--- src/rtl/ex_mem_stage.sv ---
// EX/MEM pipeline register with valid/ready handshake, flush and a saturating stall counter.
// Define EX_MEM_SKID_EN to add a one-entry skid buffer behind a registered in_ready.
module ex_mem_stage #(
  parameter int DATA_W = 32,
  parameter int REG_W  = 5,
  parameter int CTRL_W = 11,
  parameter int CNT_W  = 16
) (
  input  logic              clk,
  input  logic              reset,
  input  logic              flush,
  input  logic              in_valid,
  output logic              in_ready,
  input  logic [DATA_W-1:0] alu_result_in,
  input  logic [DATA_W-1:0] read_data2_in,
  input  logic [REG_W-1:0]  regdst_in,
  input  logic [CTRL_W-1:0] ctrl_in,
  output logic              out_valid,
  input  logic              out_ready,
  output logic [DATA_W-1:0] alu_result_out,
  output logic [DATA_W-1:0] read_data2_out,
  output logic [REG_W-1:0]  regdst_out,
  output logic [CTRL_W-1:0] ctrl_out,
  output logic [CNT_W-1:0]  stall_cnt
);

  typedef struct packed {
    logic [DATA_W-1:0] alu;
    logic [DATA_W-1:0] rd2;
    logic [REG_W-1:0]  rd;
    logic [CTRL_W-1:0] ctrl;
  } beat_t;

  beat_t in_beat, main_q;
  logic  main_vld;
  logic  acc, pop;

  assign in_beat = '{alu: alu_result_in, rd2: read_data2_in, rd: regdst_in, ctrl: ctrl_in};
  assign acc     = in_valid && in_ready;
  assign pop     = main_vld && out_ready;

  // Counts every edge the held beat is refused, flush edges included.
  always_ff @(negedge clk) begin
    if (reset)
      stall_cnt <= '0;
    else if (main_vld && !out_ready && stall_cnt != {CNT_W{1'b1}})
      stall_cnt <= stall_cnt + 1'b1;
  end

`ifdef EX_MEM_SKID_EN
  beat_t skid_q;
  logic  skid_vld;
  logic  rdy_q;

  always_ff @(negedge clk) begin
    if (reset) begin
      main_vld <= 1'b0;
      main_q   <= '0;
      skid_vld <= 1'b0;
      skid_q   <= '0;
      rdy_q    <= 1'b1;
    end else if (flush) begin
      main_vld    <= 1'b0;
      main_q.ctrl <= '0;
      skid_vld    <= 1'b0;
      skid_q.ctrl <= '0;
      rdy_q       <= 1'b1;
    end else if (pop) begin
      if (skid_vld) begin
        // Skid entry is older than anything on the input, so it goes first.
        main_q   <= skid_q;
        skid_vld <= 1'b0;
        rdy_q    <= 1'b1;
      end else if (acc) begin
        main_q <= in_beat;
      end else begin
        main_vld    <= 1'b0;
        main_q.ctrl <= '0;
      end
    end else if (acc) begin
      if (main_vld) begin
        skid_q   <= in_beat;
        skid_vld <= 1'b1;
        rdy_q    <= 1'b0;
      end else begin
        main_q   <= in_beat;
        main_vld <= 1'b1;
      end
    end
  end

  assign in_ready = rdy_q && !flush && !reset;
`else
  always_ff @(negedge clk) begin
    if (reset) begin
      main_vld <= 1'b0;
      main_q   <= '0;
    end else if (flush) begin
      main_vld    <= 1'b0;
      main_q.ctrl <= '0;
    end else if (acc) begin
      main_vld <= 1'b1;
      main_q   <= in_beat;
    end else if (pop) begin
      main_vld    <= 1'b0;
      main_q.ctrl <= '0;
    end
  end

  assign in_ready = !flush && !reset && (!main_vld || out_ready);
`endif

  assign out_valid      = main_vld;
  assign alu_result_out = main_q.alu;
  assign read_data2_out = main_q.rd2;
  assign regdst_out     = main_q.rd;
  assign ctrl_out       = main_q.ctrl;

endmodule
--- config.mk ---
export PLATFORM = sky130hd
export DESIGN_NAME = ex_mem_stage
export DESIGN_NICKNAME = d
export VERILOG_FILES = /design/src/rtl/ex_mem_stage.sv
export SDC_FILE = /design/constraint.sdc
export NUM_CORES = 1
export LEC_CHECK = 0
export BUFFER_PORTS_ARGS = -buffer_cell sky130_fd_sc_hd__buf_4
export CORE_MARGIN = 2
export CORE_UTILIZATION = 42
export DETAILED_ROUTE_END_ITERATION = 16
export GPL_TIMING_DRIVEN = 0
export PLACE_DENSITY_LB_ADDON = 0.25
export SYNTH_ARGS = -nofsm -noshare
export SYNTH_HDL_FRONTEND = slang
export SYNTH_SLANG_ARGS = --single-unit
--- constraint.sdc ---
create_clock -name clk -period 2.2 [get_ports clk]
set_clock_uncertainty 0.05 [all_clocks]
set_input_delay 0.11 -clock clk [delete_from_list [all_inputs] [get_ports clk]]
set_output_delay 0.11 -clock clk [all_outputs]
set_load 0.005 [all_outputs]
==> qor.yml, run 1 <==
wl_per_cell_um: 14.2
via_per_inst: 5.17
hpwl_um: 8520
p_leak_uw: 0.00299
antenna_cells: 0
grt_pass1_vias: 4461
rsz0062_at_grt: "yes"
cts_buffer_depth: 2
worst_setup_path_start_kind: "flop"
cts_root_buffer: "clkbuf_8"
syn_avg_cell_area_um2: 8.32
cts_max_level: 3
wl_um: 12300
dieArea_um2: 9790
first_iter_violations: 124
clk_latency_ns: 0.41
ys_seq_area_share_pct: 51.3
gp_congestion: 0.851
regToRegStartpoint: "stall_cnt[1]"
cts_buffers: 9
cp_max_fo: 5
netlist.area_leader.share_pct: 51.3
instances_no_fill: 869
initial_core_util_pct: 43.4
reg2reg_to: "stall_cnt[15]"
grt_remaining_overflow: 0
yosysMostFrequentCell: "dfxtp_1"
ys_top_cells_by_area: "dfxtp_1 (51%), a21oi_1 (11%), nand3_1 (9.8%), nand2_1 (7.1%), clkbuf_1 (3.2%)"
placed_cell_area_um2: 5480
syn-num-nets: 541
grt_pass1_wl_um: 19600
ys.flop_type: "dfxtp_1"
powerDensity_nw_per_um2: 667
ir_worst_vdd_mv: 0.343
maxSlewHeadroom_pct: 41.6
grt_usage_pct: 24.1
worstPathArrival_ns: 2.17
detail-route-antenna-nets: 0
switching_power_uw: 1370
hold_viol_final: 0
netlist_area_um2: 3790
tightestPinTransition_ns: 0.869
seq_power_share_pct: 43.9
first_pass_iters: 4
setup_viol: 2
nNetsFinal: 842
fin_ws_ns: -0.130
dp_cells: 743
status: "finished, violations left"
area_growth_pct: 65.7
clkPwrFrac_pct: 45.3
yosys_warnings: 0
core_um2: 8720
hold_buffers: 0
synth_edf_count: 0
violations: "negative setup slack"
vias: 4492
grt_max_degree: 17
clock_sinks: 97
fill_cells: 672
synthArstFlopShare_pct: 0
postSynthCellCount: 455
r2r_setup_slack_ns: 0.18
multi_input_area_um2: 1860
cts_tree: "done"
grt_antenna_before_repair: 0
p_int_uw: 2820
hold_class: "flop to flop"
synth.largest_area_cell: "dfxtp_1"
p_sw_share_pct: 32.6
maxCapViolCount: 0
crit_path_end_kind: "output pin"
drive_gt1_share_pct: 39.4
hp-start: "regdst_out[2]"
final-max-slew-violation-count: 0
pin_count: 183
clk_pin_slew_ns: 0.03
ys_ff_latch: 97
die_w_um: 99.0
whs_endpoint: "regdst_out[2]"
whs_path_depth: 2
crit_type: "flop to output pin"
regArea_um2: 1990
chipHeight_um: 99.0
final.setup.tns_ns: -0.250
synthTopCellsByCount: "dfxtp_1 (97), a21oi_1 (82), nand3_1 (74)"
reg2regPathDepth: 5
synth_cell_types: 40
fin_area_um2: 6270
crit_required_ns: 2.04
io_buffers: 180
core.rowCount: 34
combinationalPowerShare_pct: 10.9
drc: 0
area by class of cell:
type                    instances  share of cell area, %
multi-input cells             317                   29.6
well taps                     108                   2.15
clock buffers                   9                   1.97
flip-flops and latches         97                   31.8
clock inverters               104                   7.04
inverters                       2                  0.120
repair buffers                198                   24.0
plain buffers                  34                   3.33
per-stage QoR:
| stage | util (%) | worst slack (ns) | power [uW] | hold slack (ns) |
|---|---|---|---|---|
| final | 72.0 | -0.130 | 4190 | 0.400 |
| after global routing | 72.0 | -0.198 | 4520 | 0.423 |
| after CTS | 70.3 | -0.234 | 4260 | 0.403 |
| after detailed placement | 62.8 | -0.673 | 2590 | 0.399 |
| after global placement | 62.8 | -0.624 | 2580 | 0.390 |
| after floorplan | - | -0.338 | 2330 | 0.398 |
per-layer routing:
metal | global-route usage (%) | wire (um)
met5 | 0 | 0
met4 | 11.7 | 199
met3 | 8.58 | 821
met2 | 41.0 | 6300
met1 | 26.8 | 5000
worst max-delay path: stages (launching register included):
cell     delay, ns
dfxtp_4       0.33
buf_4         0.13
buf_6         0.12
buf_6         0.11
cell usage in the layout (no fill, tap or decap), drive strengths merged:
master / instances
buf: 203
inv: 103
dfxtp: 97
a21oi: 82
nand3: 74
nand2: 72
clkbuf: 38
nor2: 19
a22oi: 8
or2: 5
o21ai: 5
nand4: 5
mux2i: 4
nor4: 4
nor3: 4
or4: 4
nor2b: 4
a32oi: 3
o41ai: 3
mux2: 3
and4: 3
a31oi: 2
o31ai: 2
clkinvlp: 2
and2: 2
nor4b: 2
nand2b: 1
and3: 1
a311oi: 1
xor2: 1
or3: 1
nand3b: 1
ha: 1
bufinv: 1
how the worst max path moves through the flow:
| stage | cells past startpoint | endpoint | startpoint | slack, ns |
|---|---|---|---|---|
| floorplan | 6 | stall_cnt[9] | out_ready | -0.34 |
| global placement | 7 | regdst_out[0] | reset | -0.62 |
| detailed placement | 7 | regdst_out[1] | reset | -0.67 |
| CTS | 4 | in_ready | out_valid | -0.23 |
| global route | 3 | in_ready | out_valid | -0.20 |
| finish | 3 | out_valid | out_valid | -0.13 |
registers in the layout, summed over array words and instances, names as in the netlist:
| signal | count |
|---|---|
| ctrl_out | 11 |
| stall_cnt | 16 |
| read_data2_out | 32 |
| alu_result_out | 32 |
| regdst_out | 5 |
| out_valid | 1 |
what timing repair did:
item                       in CTS  in global routing
setup buffers                   6                 13
hold endpoints to repair        0                  0
setup endpoints to repair      52                 95
pin swaps                       3                  2
gates resized for setup        27                 28
power groups by stage:
stage,logic [uW],registers (uW),clock network [uW]
detailed placement,440,1880,270
finish,455,1840,1890
floorplan,187,1880,270
global placement,431,1870,270
CTS,449,1840,1970
global route,495,1840,2180
kinds of logic after synthesis:
logic type / count (synthesis) / share of synthesized area [%]
buffers and inverters: 41 / 4.26
DFF: 97 / 51.3
and+or+nand+nor: 202 / 26.5
xor gates and xnor gates: 1 / 0.231
muxes: 7 / 1.95
adders and majority gates: 1 / 0.330
AOI/OAI and AO/OA: 106 / 15.4
Power figures use the tool's default switching activity.
==> run 2, diff against run 1 <==
==> constraint.sdc (replaced) <==
create_clock -name clk -period 2.42 [get_ports clk]
set_clock_uncertainty 0.05 [all_clocks]
set_input_delay 0.121 -clock clk [delete_from_list [all_inputs] [get_ports clk]]
set_output_delay 0.121 -clock clk [all_outputs]
set_load 0.005 [all_outputs]
==> qor.yml, run 2 (same netlist as run 1, synthesis figures left out) <==
status: "finished, violations left"
violations: "negative setup slack"
powerDensity_nw_per_um2: 613
cts_buffers: 9
p_leak_uw: 0.00287
die_w_um: 99.0
crit_required_ns: 2.25
drc: 0
grt_pass1_vias: 4417
reg2regPathDepth: 5
area_growth_pct: 58.0
hold_viol_final: 0
final_cell_mix: "buf_4 (182), inv_1 (100), dfxtp_1 (92)"
final-max-slew-violation-count: 0
first_iter_violations: 133
first_pass_iters: 5
wl_per_cell_um: 14.1
nNetsFinal: 828
setup_viol: 1
seq_power_share_pct: 45.8
endpoint: "in_ready"
drive_gt1_share_pct: 33.1
multi_input_area_um2: 1790
via_per_inst: 5.16
final_common_cell: "buf_4"
crit_path_end_kind: "output pin"
grt_max_degree: 17
chipHeight_um: 99.0
hold_class: "flop to flop"
regArea_um2: 1950
cts_max_level: 3
wl_um: 12100
grt_remaining_overflow: 0
core_um2: 8720
clkPwrFrac_pct: 43.4
worstPathArrival_ns: 2.29
p_total_uw: 3670
cts_root_buffer: "clkbuf_8"
dp_slack_ns: -0.578
combinationalPowerShare_pct: 10.8
antenna_cells: 0
cp_max_fo: 2
grt_pass1_wl_um: 19000
fin_ws_ns: -0.0399
dieArea_um2: 9790
clk_pin_slew_ns: 0.04
crit_type: "flop to output pin"
maxSlewHeadroom_pct: 39.0
initial_core_util_pct: 43.4
reg2reg_to: "stall_cnt[15]"
hold_buffers: 0
r2r_setup_slack_ns: 0.47
rsz0062_at_grt: "yes"
fill_cells: 760
cts_buffer_depth: 2
tightestPinTransition_ns: 0.908
core.rowCount: 34
grt_usage_pct: 23.7
switching_power_uw: 1220
worst_setup_path_start_kind: "flop"
hpwl_um: 8510
io_buffers: 180
regToRegStartpoint: "stall_cnt[0]"
grt_antenna_before_repair: 0
detail-route-antenna-nets: 0
maxCapViolCount: 0
p_sw_share_pct: 33.2
clock_sinks: 97
p_int_uw: 2450
gp_congestion: 0.776
ir_worst_vdd_mv: 0.385
clk_latency_ns: 0.41
pin_count: 183
vias: 4411
cts_tree: "done"
cp-startpoint: "out_valid"
run 2: changes by cell type in the layout (fill, tap and decap cells not counted), sizes merged:
cell	previous run	this run
clkinvlp	2	1
clkbuf	38	39
buf	203	188
bufinv	1	0
clkinv	0	2
run 2: worst max-delay path, stage by stage (launching register included):
cell     delay [ns]
dfxtp_4        0.33
nor2b_4        0.16
nor2_2         0.04
buf_4          0.14
run 2: layer usage:
layer	share of wire [%]	track usage, %	up-vias
met4	2.3	13.7	0
li1	-	-	2175
met5	0	0	-
met3	6.7	11.0	22
met2	52	40.1	151
met1	39	24.0	2063
run 2: worst min path at each step:
stage	start	cells after the start	slack [ns]	to
finish	regdst_out[3]	2	0.40	regdst_out[3]
global route	read_data2_out[1]	2	0.42	read_data2_out[1]
CTS	regdst_out[3]	2	0.40	regdst_out[3]
detailed placement	regdst_out[3]	2	0.40	regdst_out[3]
global placement	alu_result_out[25]	2	0.39	alu_result_out[25]
floorplan	alu_result_out[0]	2	0.40	alu_result_out[0]
run 2: repair_timing:
action / in CTS / in global routing
pin swaps: 0 / 3
endpoints found under the setup margin: 14 / 43
resized for setup: 12 / 14
setup buffers: 2 / 0
run 2: stage by stage:
step / cell area (um^2) / TNS, ns / hold slack [ns] / std cells / utilization, %
final: 5980 / -0.0399 / 0.400 / 855 / 68.6
after global routing: 5980 / -0.107 / 0.418 / 855 / 68.6
after CTS: 5980 / -0.148 / 0.402 / 857 / 68.6
after detailed placement: 5390 / -33.74 / 0.397 / 743 / 61.8
after global placement: 5390 / -31.79 / 0.392 / 743 / 61.8
after floorplan: 3900 / -1.37 / 0.403 / 455 / -
run 2: power by group through the flow:
stage               logic [uW]  registers, uW  clock network [uW]
floorplan                  160           1710                 245
global placement           381           1700                 245
detailed placement         390           1710                 245
CTS                        398           1680                1670
global route               432           1680                1870
finish                     397           1680                1590
run 2: layout make-up:
type                            count  share of cell area (%)
Buffer                             36                    3.28
Clock buffer                        9                    2.07
Clock inverter                    104                    6.96
Inverter                            2                   0.125
Multi-Input combinational cell    317                    29.9
Sequential cell                    97                    32.6
Tap cell                          108                    2.26
Timing Repair Buffer              182                    22.8
==> run 3, diff against run 2 <==
--- a/config.mk
+++ b/config.mk
@@ -6,11 +6,15 @@
 export NUM_CORES = 1
 export LEC_CHECK = 0
 export BUFFER_PORTS_ARGS = -buffer_cell sky130_fd_sc_hd__buf_4
+export CELL_PAD_IN_SITES_DETAIL_PLACEMENT = 2
+export CELL_PAD_IN_SITES_GLOBAL_PLACEMENT = 2
 export CORE_MARGIN = 2
-export CORE_UTILIZATION = 42
+export CORE_UTILIZATION = 25
 export DETAILED_ROUTE_END_ITERATION = 16
 export GPL_TIMING_DRIVEN = 0
 export PLACE_DENSITY_LB_ADDON = 0.25
+export SKIP_LAST_GASP = 1
 export SYNTH_ARGS = -nofsm -noshare
 export SYNTH_HDL_FRONTEND = slang
 export SYNTH_SLANG_ARGS = --single-unit
+export TNS_END_PERCENT = 50
==> qor.yml, run 3 (same netlist as run 1, synthesis figures left out) <==
status: "finished, violations left"
violations: "negative setup slack"
cts_tree: "done"
pin_count: 183
clock_sinks: 97
cts_buffer_depth: 2
ir_worst_vdd_mv: 0.325
worstPathArrival_ns: 2.32
first_pass_iters: 4
powerDensity_nw_per_um2: 697
wl_per_cell_um: 17.5
dieArea_um2: 16200
tightestPinTransition_ns: 0.686
hpwl_um: 11300
chipHeight_um: 127
grt_remaining_overflow: 0
final_cell_mix: "buf_4 (182), inv_1 (100), dfxtp_1 (92)"
maxCapViolCount: 0
final.setup.tns_ns: -0.0704
die_w_um: 127
grt_usage_pct: 19.8
wl_um: 16300
cts_buffers: 9
nNetsFinal: 828
io_buffers: 180
reg2regPathDepth: 5
first_iter_violations: 126
hold_viol_final: 0
rsz0062_at_grt: "yes"
fin_ws_ns: -0.0704
crit_path_end_kind: "output pin"
cp_max_fo: 2
cts_max_level: 3
timing.hold.ws_ns: 0.404
hold_class: "flop to flop"
grt_pass1_vias: 5095
clk_pin_slew_ns: 0.04
core.rowCount: 44
via_per_inst: 4.87
grt_max_degree: 16
crit_type: "flop to output pin"
dp_cells: 819
gp_congestion: 0.762
cts_root_buffer: "clkbuf_16"
clk_latency_ns: 0.40
crit_required_ns: 2.25
final-max-slew-violation-count: 0
maxSlewHeadroom_pct: 53.7
instances_no_fill: 931
final_common_cell: "buf_4"
vias: 4534
drc: 0
worst_setup_path_start_kind: "flop"
detail-route-antenna-nets: 0
setup_viol: 1
core_um2: 14600
p_leak_uw: 0.00295
grt_pass1_wl_um: 25500
grt_antenna_before_repair: 1
drive_gt1_share_pct: 34.1
area_growth_pct: 65.6
initial_core_util_pct: 25.9
whs_path_depth: 2
antenna_cells: 0
run 3: changes by cell type in the layout (fill, tap and decap cells not counted), sizes merged:
| cell | before | now |
|---|---|---|
| buf | 188 | 189 |
| bufinv | 0 | 2 |
| clkbuf | 39 | 38 |
| clkinv | 2 | 0 |
run 3: through the flow:
stage               total power (uW)  instance area [um^2]  util (%)  setup WS (ns)
CTS                             4490                  6260      42.7         -0.152
global route                    4700                  6270      42.8         -0.132
floorplan                       2110                  3900         -         -0.239
detailed placement              2360                  5480      37.4         -0.604
finish                          4370                  6270      42.8        -0.0704
global placement                2340                  5480      37.4         -0.574
run 3: what timing repair did:
action / 4_1_cts / 5_1_grt
setup buffers: 4 / 0
hold buffers: 0 / 0
pin swaps: 2 / 2
setup endpoints to repair: 78 / 52
gates resized for setup: 21 / 19
hold endpoints to repair: 0 / 0
run 3: final cells by class:
class / count / area, um^2
Clock buffer: 9 / 225
Inverter: 2 / 7.51
Clock inverter: 104 / 454
Tap cell: 184 / 230
Timing Repair Buffer: 184 / 1400
Sequential cell: 97 / 1950
Fill cell: 1684 / 8370
Buffer: 34 / 195
Multi-Input combinational cell: 317 / 1810
run 3: final timing paths:
kind                  endpoint              start  slack, ns
max reg2reg       stall_cnt[1]       stall_cnt[0]       0.32
max                   in_ready          out_valid      -0.07
min          read_data2_out[5]  read_data2_out[5]       0.40
min reg2reg  read_data2_out[5]  read_data2_out[5]       0.40
run 3: report_power, final:
| group | leakage (uW) | internal (uW) | total [uW] | switching [uW] |
|---|---|---|---|---|
| Clock | 0.000675 | 1120 | 2270 | 1150 |
| Sequential | 0.000790 | 1650 | 1680 | 29.2 |
| Combinational | 0.00149 | 211 | 418 | 206 |
| Total | 0.00295 | 2990 | 4370 | 1380 |
run 3: per-layer routing:
metal / wire length [um] / track usage [%] / share of wire (%)
met1: 6470 / 21.5 / 40
met2: 8250 / 34.3 / 51
met3: 1260 / 8.25 / 7.7
met4: 261 / 7.82 / 1.6
met5: 16 / 0 / 0.098
run 3: critical path, stage by stage (launching register included):
cell     delay (ns)
dfxtp_4        0.34
nor2b_4        0.19
nor2_4         0.04
buf_6          0.13
